File: config.mk
export PLATFORM = sky130hd
export DESIGN_NAME = uncache_dm
export DESIGN_NICKNAME = d
export VERILOG_FILES = /design/src/rtl/uncache_dm_pkg.sv /design/src/rtl/uncache_dm.sv
export SDC_FILE = /design/constraint.sdc
export NUM_CORES = 1
export LEC_CHECK = 0
export CAP_MARGIN = 5
export CORE_ASPECT_RATIO = 0.6
export CORE_UTILIZATION = 40
export CTS_BUF_LIST = sky130_fd_sc_hd__clkbuf_8
export CTS_CLUSTER_SIZE = 8
export DETAILED_ROUTE_END_ITERATION = 10
export GPL_ROUTABILITY_DRIVEN = 1
export MAX_ROUTING_LAYER = met4
export PLACE_DENSITY_LB_ADDON = 0.08
export SYNTH_ARGS = -nofsm -noshare
export SYNTH_HDL_FRONTEND = slang
export SYNTH_SLANG_ARGS = --single-unit
File: constraint.sdc
create_clock -name clk -period 2 [get_ports clk]
set_input_delay 0.2 -clock clk [delete_from_list [all_inputs] [get_ports clk]]
set_output_delay 0.2 -clock clk [all_outputs]
set_load 0.01 [all_outputs]
File: src/rtl/uncache_dm_pkg.sv
// rtl/uncache_dm_pkg.sv - state encodings, bus type codes and size decode for uncache_dm
package uncache_dm_pkg;

    localparam logic [2:0] UC_IDLE    = 3'd0;
    localparam logic [2:0] UC_RD_REQ  = 3'd1;
    localparam logic [2:0] UC_RD_WAIT = 3'd2;
    localparam logic [2:0] UC_WR_REQ  = 3'd3;
    localparam logic [2:0] UC_DONE    = 3'd4;

    localparam logic [2:0] TYPE_BYTE = 3'b000;
    localparam logic [2:0] TYPE_HALF = 3'b001;
    localparam logic [2:0] TYPE_WORD = 3'b010;

    // Pipeline size codes collapse onto the three bus transfer sizes.
    function automatic logic [2:0] dmsel_to_type(input logic [2:0] dmsel);
        logic [2:0] t;
        case (dmsel)
            3'b001, 3'b101, 3'b110: t = TYPE_HALF;
            3'b010, 3'b111:         t = TYPE_WORD;
            default:                t = TYPE_BYTE;
        endcase
        return t;
    endfunction

endpackage

File: src/rtl/uncache_dm.sv
// rtl/uncache_dm.sv - uncached MEM-stage load/store unit issuing single-beat bus requests
module uncache_dm
    import uncache_dm_pkg::*;
(
    input  logic        clk,
    input  logic        resetn,
    input  logic        valid,
    input  logic        op,
    input  logic [31:0] addr,
    input  logic [2:0]  dmsel,
    input  logic [3:0]  wstrb,
    input  logic [31:0] wdata,
    output logic        data_ok,
    output logic [31:0] rdata,
    output logic        rd_req,
    output logic [2:0]  rd_type,
    output logic [31:0] rd_addr,
    input  logic        rd_rdy,
    input  logic        ret_valid,
    input  logic        ret_last,
    input  logic [31:0] ret_data,
    output logic        wr_req,
    output logic [2:0]  wr_type,
    output logic [31:0] wr_addr,
    output logic [3:0]  wr_wstrb,
    output logic [31:0] wr_data,
    input  logic        wr_rdy
);

    logic [2:0]  state_q, state_d;
    logic [31:0] addr_q, addr_d;
    logic [2:0]  type_q, type_d;
    logic [3:0]  wstrb_q, wstrb_d;
    logic [31:0] wdata_q, wdata_d;
    logic [31:0] rdata_q, rdata_d;

    always_comb begin
        state_d = state_q;
        addr_d  = addr_q;
        type_d  = type_q;
        wstrb_d = wstrb_q;
        wdata_d = wdata_q;
        rdata_d = rdata_q;
        case (state_q)
            // DONE accepts like IDLE so back-to-back accesses lose no cycle.
            UC_IDLE, UC_DONE: begin
                if (valid) begin
                    addr_d  = addr;
                    type_d  = dmsel_to_type(dmsel);
                    wstrb_d = wstrb;
                    wdata_d = wdata;
                    state_d = op ? UC_WR_REQ : UC_RD_REQ;
                end else begin
                    state_d = UC_IDLE;
                end
            end
            UC_RD_REQ: begin
                if (rd_rdy) begin
                    state_d = UC_RD_WAIT;
                end
            end
            UC_RD_WAIT: begin
                if (ret_valid && ret_last) begin
                    rdata_d = ret_data;
                    state_d = UC_DONE;
                end
            end
            UC_WR_REQ: begin
                if (wr_rdy) begin
                    state_d = UC_DONE;
                end
            end
            default: state_d = UC_IDLE;
        endcase
    end

    always_ff @(posedge clk) begin
        if (!resetn) begin
            state_q <= UC_IDLE;
            addr_q  <= 32'd0;
            type_q  <= 3'd0;
            wstrb_q <= 4'd0;
            wdata_q <= 32'd0;
            rdata_q <= 32'd0;
        end else begin
            state_q <= state_d;
            addr_q  <= addr_d;
            type_q  <= type_d;
            wstrb_q <= wstrb_d;
            wdata_q <= wdata_d;
            rdata_q <= rdata_d;
        end
    end

    // Outputs depend on registered state only, so valid never reaches data_ok.
    assign data_ok  = (state_q == UC_IDLE) || (state_q == UC_DONE);
    assign rdata    = rdata_q;
    assign rd_req   = (state_q == UC_RD_REQ);
    assign rd_type  = type_q;
    assign rd_addr  = addr_q;
    assign wr_req   = (state_q == UC_WR_REQ);
    assign wr_type  = type_q;
    assign wr_addr  = addr_q;
    assign wr_wstrb = wstrb_q;
    assign wr_data  = wdata_q;

endmodule

==> flow_summary.yaml <==
timing:
  grt_setup_unrepaired: "no"
  tns_ps: 0
  fin_crit_ps: 1875
  tightest_slew_ps: 802.5
  setup_slack_ps: 125.2
  fin_worst_skew_ps: 9.563
  period_share_pct: 93.74
  hold_viol_final: 0
  setup_viol_count_final: 0
  fmax_ghz: 0.5334
  slew_headroom_pct: 46.50
  maxSlewViolCount: 0
routing:
  wl_per_cell_um: 13.90
  drtIter0Drc: 139
  route.detailed.vias_per_inst: 4.618
  drc: 0
  drt-total-wl_um: 11710
  dr.pass1.iters: 6
  ant_nets: 0
  vias: 3888
min_path:
  hold_start: "resetn"
  hold_end: "wr_data[11]"
  hp-class: "input pin to flop"
  whs_path_depth: 3
final_layout:
  syn_to_final_growth_pct: 59.42
  final_area_um2: 6720
  fin_util_pct: 66.84
  nNetsFinal: 813
  layout-drive-gt1-share_pct: 4.243
  diodes: 0
place:
  dpl.hpwl_um: 8616
  post-place-ws_ps: 279.3
  placed_area_um2: 6519
  port_buffers: 249
  gp_congestion: 0.8108
floorplanning:
  core_area_um2: 10050
  die-area_um2: 10970
  start_util_pct: 41.92
  fp.dieH_um: 81.52
  rows: 28
  die_w_um: 134.5
  ios: 252
power_and_ir_drop:
  intPower_uw: 3731
  p_seq_share_pct: 46.0
  swShare_pct: 29.35
  pwr-share-comb_pct: 29.5
  powerDensity_nw_per_um2: 785.9
  p_sw_uw: 1550
  vdd_drop_max_mv: 0.5081
  p_leak_uw: 0.002445
  power_frac_clock_pct: 24.5
critical_path:
  setup.worst_path.start_class: "flop"
  crit_path_end_kind: "output port"
  critical_path.max_fanout: 7
  crit_type: "flop to output port"
  r2r_start: "state_q[0]"
  r2r-end: "wr_data[3]"
  r2r_cells: 5
  ff2ff_setup_slack_ps: 460
  cp_data_required_time_ps: 1800
  crit_arrival_ps: 1670
yosys:
  syn_inst: 504
  async_flop_share_pct: 0
  ys_seq_area_share_pct: 49.87
  synth_top_area_share_pct: 49.87
  synth_common_cells: "nand2_1, dfxtp_1, a21oi_1, buf_4, mux2i_1"
  syn-cell-area_um2: 4215
  synth_enable_flop_cells: 0
  synth.distinct_cells: 28
  synth-main-ff-cell: "dfxtp_1"
  synth_seq_cells: 105
  ys_warn_count: 0
  synth_top_area_cell: "dfxtp_1"
  syn_area_per_cell_um2: 8.364
  synthTopCellsByArea: "dfxtp_1, nand2_1, mux2i_1"
  yosysMostFrequentCell: "nand2_1"
grt:
  grt_pass1_wl_um: 17530
  grt_overflow_total: 0
  grt_max_degree: 91
  grt_pass1_vias: 3645
  antenna_found_initial: 0
  gr-usage-all-layers_pct: 21.29
clock_network:
  numCtsBuffers: 9
  htreeDepth: 3
  cts_sinks: 105
  clk_pin_slew_worst_paths_ps: 100
  cts_tree: "done"
  cts_buffer_depth: 2
  insertion_delay_ps: 360
  root_buffer: "clkbuf_8"
  post-cts-setup-buffers: 0
flow_run:
  cap_violations: 0
status:
  outcome: "complete, no violations"
==> critical path, cell delays in order (launching register included) <==
cell and delay, ps:
dfxtp_2 440, nor2b_2 200, and2_1 130, clkdlybuf4s50_1 550
==> placed cells by master, fill, tap and decap left out, types with 3 or more instances in the layout <==
cell type / n
a21boi_0: 23
nand2_1: 204
buf_4: 5
clkdlybuf4s50_1: 247
dfxtp_1: 104
buf_12: 3
mux2i_1: 32
a21oi_1: 48
clkbuf_8: 9
==> state kept, by name, indices dropped and copies added (netlist names) <==
signal and flops:
rd_addr 32, rd_type 2, rdata 32, state_q 3, wr_data 32, wr_wstrb 4
==> kinds of logic (layout without fill, tap and decap cells) <==
family | count (synthesis) | in the layout | share of synthesized area [%]
flops | 105 | 105 | 49.87
simple gates | 218 | 218 | 20.66
mux | 32 | 32 | 7.599
compound gates | 75 | 75 | 10.60
xor+xnor | 1 | 1 | 0.2078
other cells | 1 | 2 | 0.08896
buf+inv | 72 | 274 | 10.98
==> per-layer routing <==
metal	GRT usage [%]	routed length [um]	vias to the layer above
met2	36.79	5600	141
met3	7.099	928	11
met5	-	0	-
met4	6.742	138	0
li1	-	-	1966
met1	23.59	5041	1770
==> per-stage QoR <==
| step | std cells | hold WS [ps] | power (uW) |
|---|---|---|---|
| after floorplan | 505 | 336.0 | 3245 |
| after global placement | 826 | 440.9 | 4010 |
| after detailed placement | 826 | 447.8 | 4044 |
| after CTS | 842 | 356.4 | 5344 |
| after global routing | 842 | 362.0 | 5589 |
| final | 842 | 368.2 | 5281 |
==> layout make-up <==
| type | count | area, um2 |
|---|---|---|
| Fill cell | 803 | 3334 |
| Multi-Input combinational cell | 328 | 1662 |
| Timing Repair Buffer | 257 | 2587 |
| Sequential cell | 105 | 2103 |
| Inverter | 1 | 3.754 |
| Tap cell | 135 | 168.9 |
| Clock buffer | 9 | 123.9 |
| Clock inverter | 7 | 71.32 |
==> power by group through the flow <==
| stage | sequential (uW) | combinational (uW) | clock, uW |
|---|---|---|---|
| after floorplan | 2540 | 706 | 0 |
| after global routing | 2450 | 1690 | 1450 |
| after detailed placement | 2470 | 1570 | 0 |
| final | 2430 | 1560 | 1300 |
| after CTS | 2430 | 1580 | 1340 |
| after global placement | 2470 | 1550 | 0 |
==> worst max-delay path by stage <==
stage               startpoint     endpoint  slack, ps  depth (start not counted)
floorplan           state_q[0]  rd_addr[31]        700                          6
global placement         valid   wr_data[2]        320                          5
detailed placement       valid   wr_data[9]        280                          5
CTS                 state_q[1]       wr_req         70                          3
global route        state_q[1]       wr_req         50                          3
finish              state_q[1]       wr_req        130                          3
==> what timing repair did <==
action	4_1_cts	5_1_grt
hold buffers	0	0
gates resized for setup	1	2
setup endpoints to repair	1	2
(Power assumes the default switching activity.)
==> RTL change, RTL diff (same flow settings) <==
Reset style: asynchronous (`resetn`), changed in one clocked block.
--- a/src/rtl/uncache_dm.sv
+++ b/src/rtl/uncache_dm.sv
@@ -76,3 +76,3 @@
 
-    always_ff @(posedge clk) begin
+    always_ff @(posedge clk or negedge resetn) begin
         if (!resetn) begin
Behaviour: differs if resetn is asserted again (counterexample within 4 cycles, from zero or initial values and one cycle with resetn low); with resetn held inactive, the same outputs for 4 cycles.
==> RTL change against the unedited design <==
Via count fell by 24%; non-clock buffer count is 2 lower; final area up 2.4%; largest cell class is now registers; synthesized area is 2.9% higher; worst setup slack improved by 0.017 ns; wire length down 12%; die area grew 2.9%; sequential cell count unchanged; fmax up 0.93%.
Power is not compared: it rests on default switching activity, and its combinational part moved more than twofold at a synthesized area within 25%.
==> RTL change: results (changes against the unedited design) <==
- The flow ran to the end, and the final reports show no timing, DRC or antenna violations.
- The share of synthesized area occupied by flip-flops and latches is 0.606 (+0.107).
- Synth Area per Inst: 15.6 µm² (+87%)
- The post-placement setup slack was 0.196 ns (-0.0831 ns).
- The DRC violations left is 0 (unchanged).
* Final weighted congestion in routability-driven placement: 0.742 (-8.5%)
* Layout cell share with drive strength beyond 1: 0.252 (+0.210)
- Peak supply drop: 0.924 mV
- Clock power frac: 0.121
- The total iterations of the first detailed-routing run is 5 (-1).
- Global-route usage over all layers: 0.191 (-0.0220)
* Ranking of synthesized cells by area: dfrtp_1 (61%), mux2_2 (26%), buf_4 (6.2%)
- Wirelength, routed: 10,300 µm (-12%)
- Tightest Pin Transition: 0.531 ns (-0.272 ns)
- Placed insts: 625 (-24%)
- The async set or reset register ratio after synthesis came to 1.00 (+1.00).
- Overall power: around 0.011 W
* Placed wire-length estimate: 7970 µm (-7.5%)
- Largest net degree at the start of global routing: 56 (-38%)
- Final clock skew: 0.0120 ns (+0.00241 ns)
- Type of the tightest min-delay check: in2async
- The met2 track utilization from global routing was 0.318 (-0.0496).
- Area post-placement: 6670 µm² (+2.4%)
- Met1 Resource Use GR: 0.202 (-0.0334)
- Vias: 2,962 (-24%)
* Total number of nets in the final design: 609 (-25%)
- Leading post-synthesis cells by instance count: dfrtp_1 (105), mux2_2 (100), buf_4 (36)
- The number of design-rule violations left by the first detailed-router iteration was 59 (-58%).
- The number of global-route vias before repair came to 3,043 (-17%).
- First-pass GRT wire length: 15,300 µm (-13%)
- Detailed-route wire length on metal 1: 3930 µm (-22%)
- Met3 track demand over resource: 0.0867 (+0.0157)
* Peak fanout along the critical path: 4 (-3)
- The fill cell total of the finished layout was 798 (-0.62%).
- The average detailed-routed wire length per instance was 16.0 µm (+15%).
* DR WL met2: 5140 µm (-8.3%)
* # H-tree levels: 3 (unchanged)
- The met3 wirelength from detailed routing was 1070 µm (+15%).
* Number of distinct standard cells referenced by the synthesized netlist: 26 (-7.1%)
[RTL change: cell types whose count changed after synthesis, sizes merged, moves of 2 or more]
cell    change
nor3b       -2
nor2        +3
buf        -19
mux2      +100
a21boi     -23
dfrtp     +105
mux2i      -32
dfxtp     -105
clkbuf      -5
a21oi      -47
nand2     -202
[RTL change: cell type report]
| cell class | instances | area (µm²) | area share |
|---|---|---|---|
| clock buffers | 10 | 138 | 0.0200 |
| well taps | 139 | 174 | 0.0253 |
| repair buffers | 255 | 2570 | 0.374 |
| flip-flops and latches | 105 | 2630 | 0.382 |
| multi-input cells | 125 | 1300 | 0.189 |
| inverters | 2 | 7.51 | 0.00109 |
| clock inverters | 6 | 60.1 | 0.00873 |
[RTL change: cells by family after synthesis]
logic type | share of synthesized area
flops | 0.606
buf+inv | 0.0966
simple gates | 0.0248
compound gates | 0.0104
mux | 0.260
other cells | 0.000864
xor+xnor | 0.00202
[RTL change: worst max-delay path: stages (launching register included)]
cell	delay [ns]
dfrtp_1	0.41
nand2b_2	0.24
nor2_1	0.11
clkdlybuf4s50_1	0.55
[RTL change: timing repair]
item	in CTS	in global routing
gates resized for setup	0	1
setup endpoints to repair	0	1
hold buffers	1	0
endpoints found under the hold margin	40	0
[RTL change: worst paths after layout]
path	startpoint	end	slack (ns)	cells after the start
max	state_q[2]	wr_req	0.14	3
min	resetn	wr_data[17]	0.34	2
max reg2reg	state_q[1]	wr_data[26]	0.40	3
min reg2reg	wr_data[5]	wr_data[5]	0.51	1
max in group asynchronous	resetn	state_q[0]	0.97	3
min in group clk	wdata[23]	wr_data[23]	0.44	2
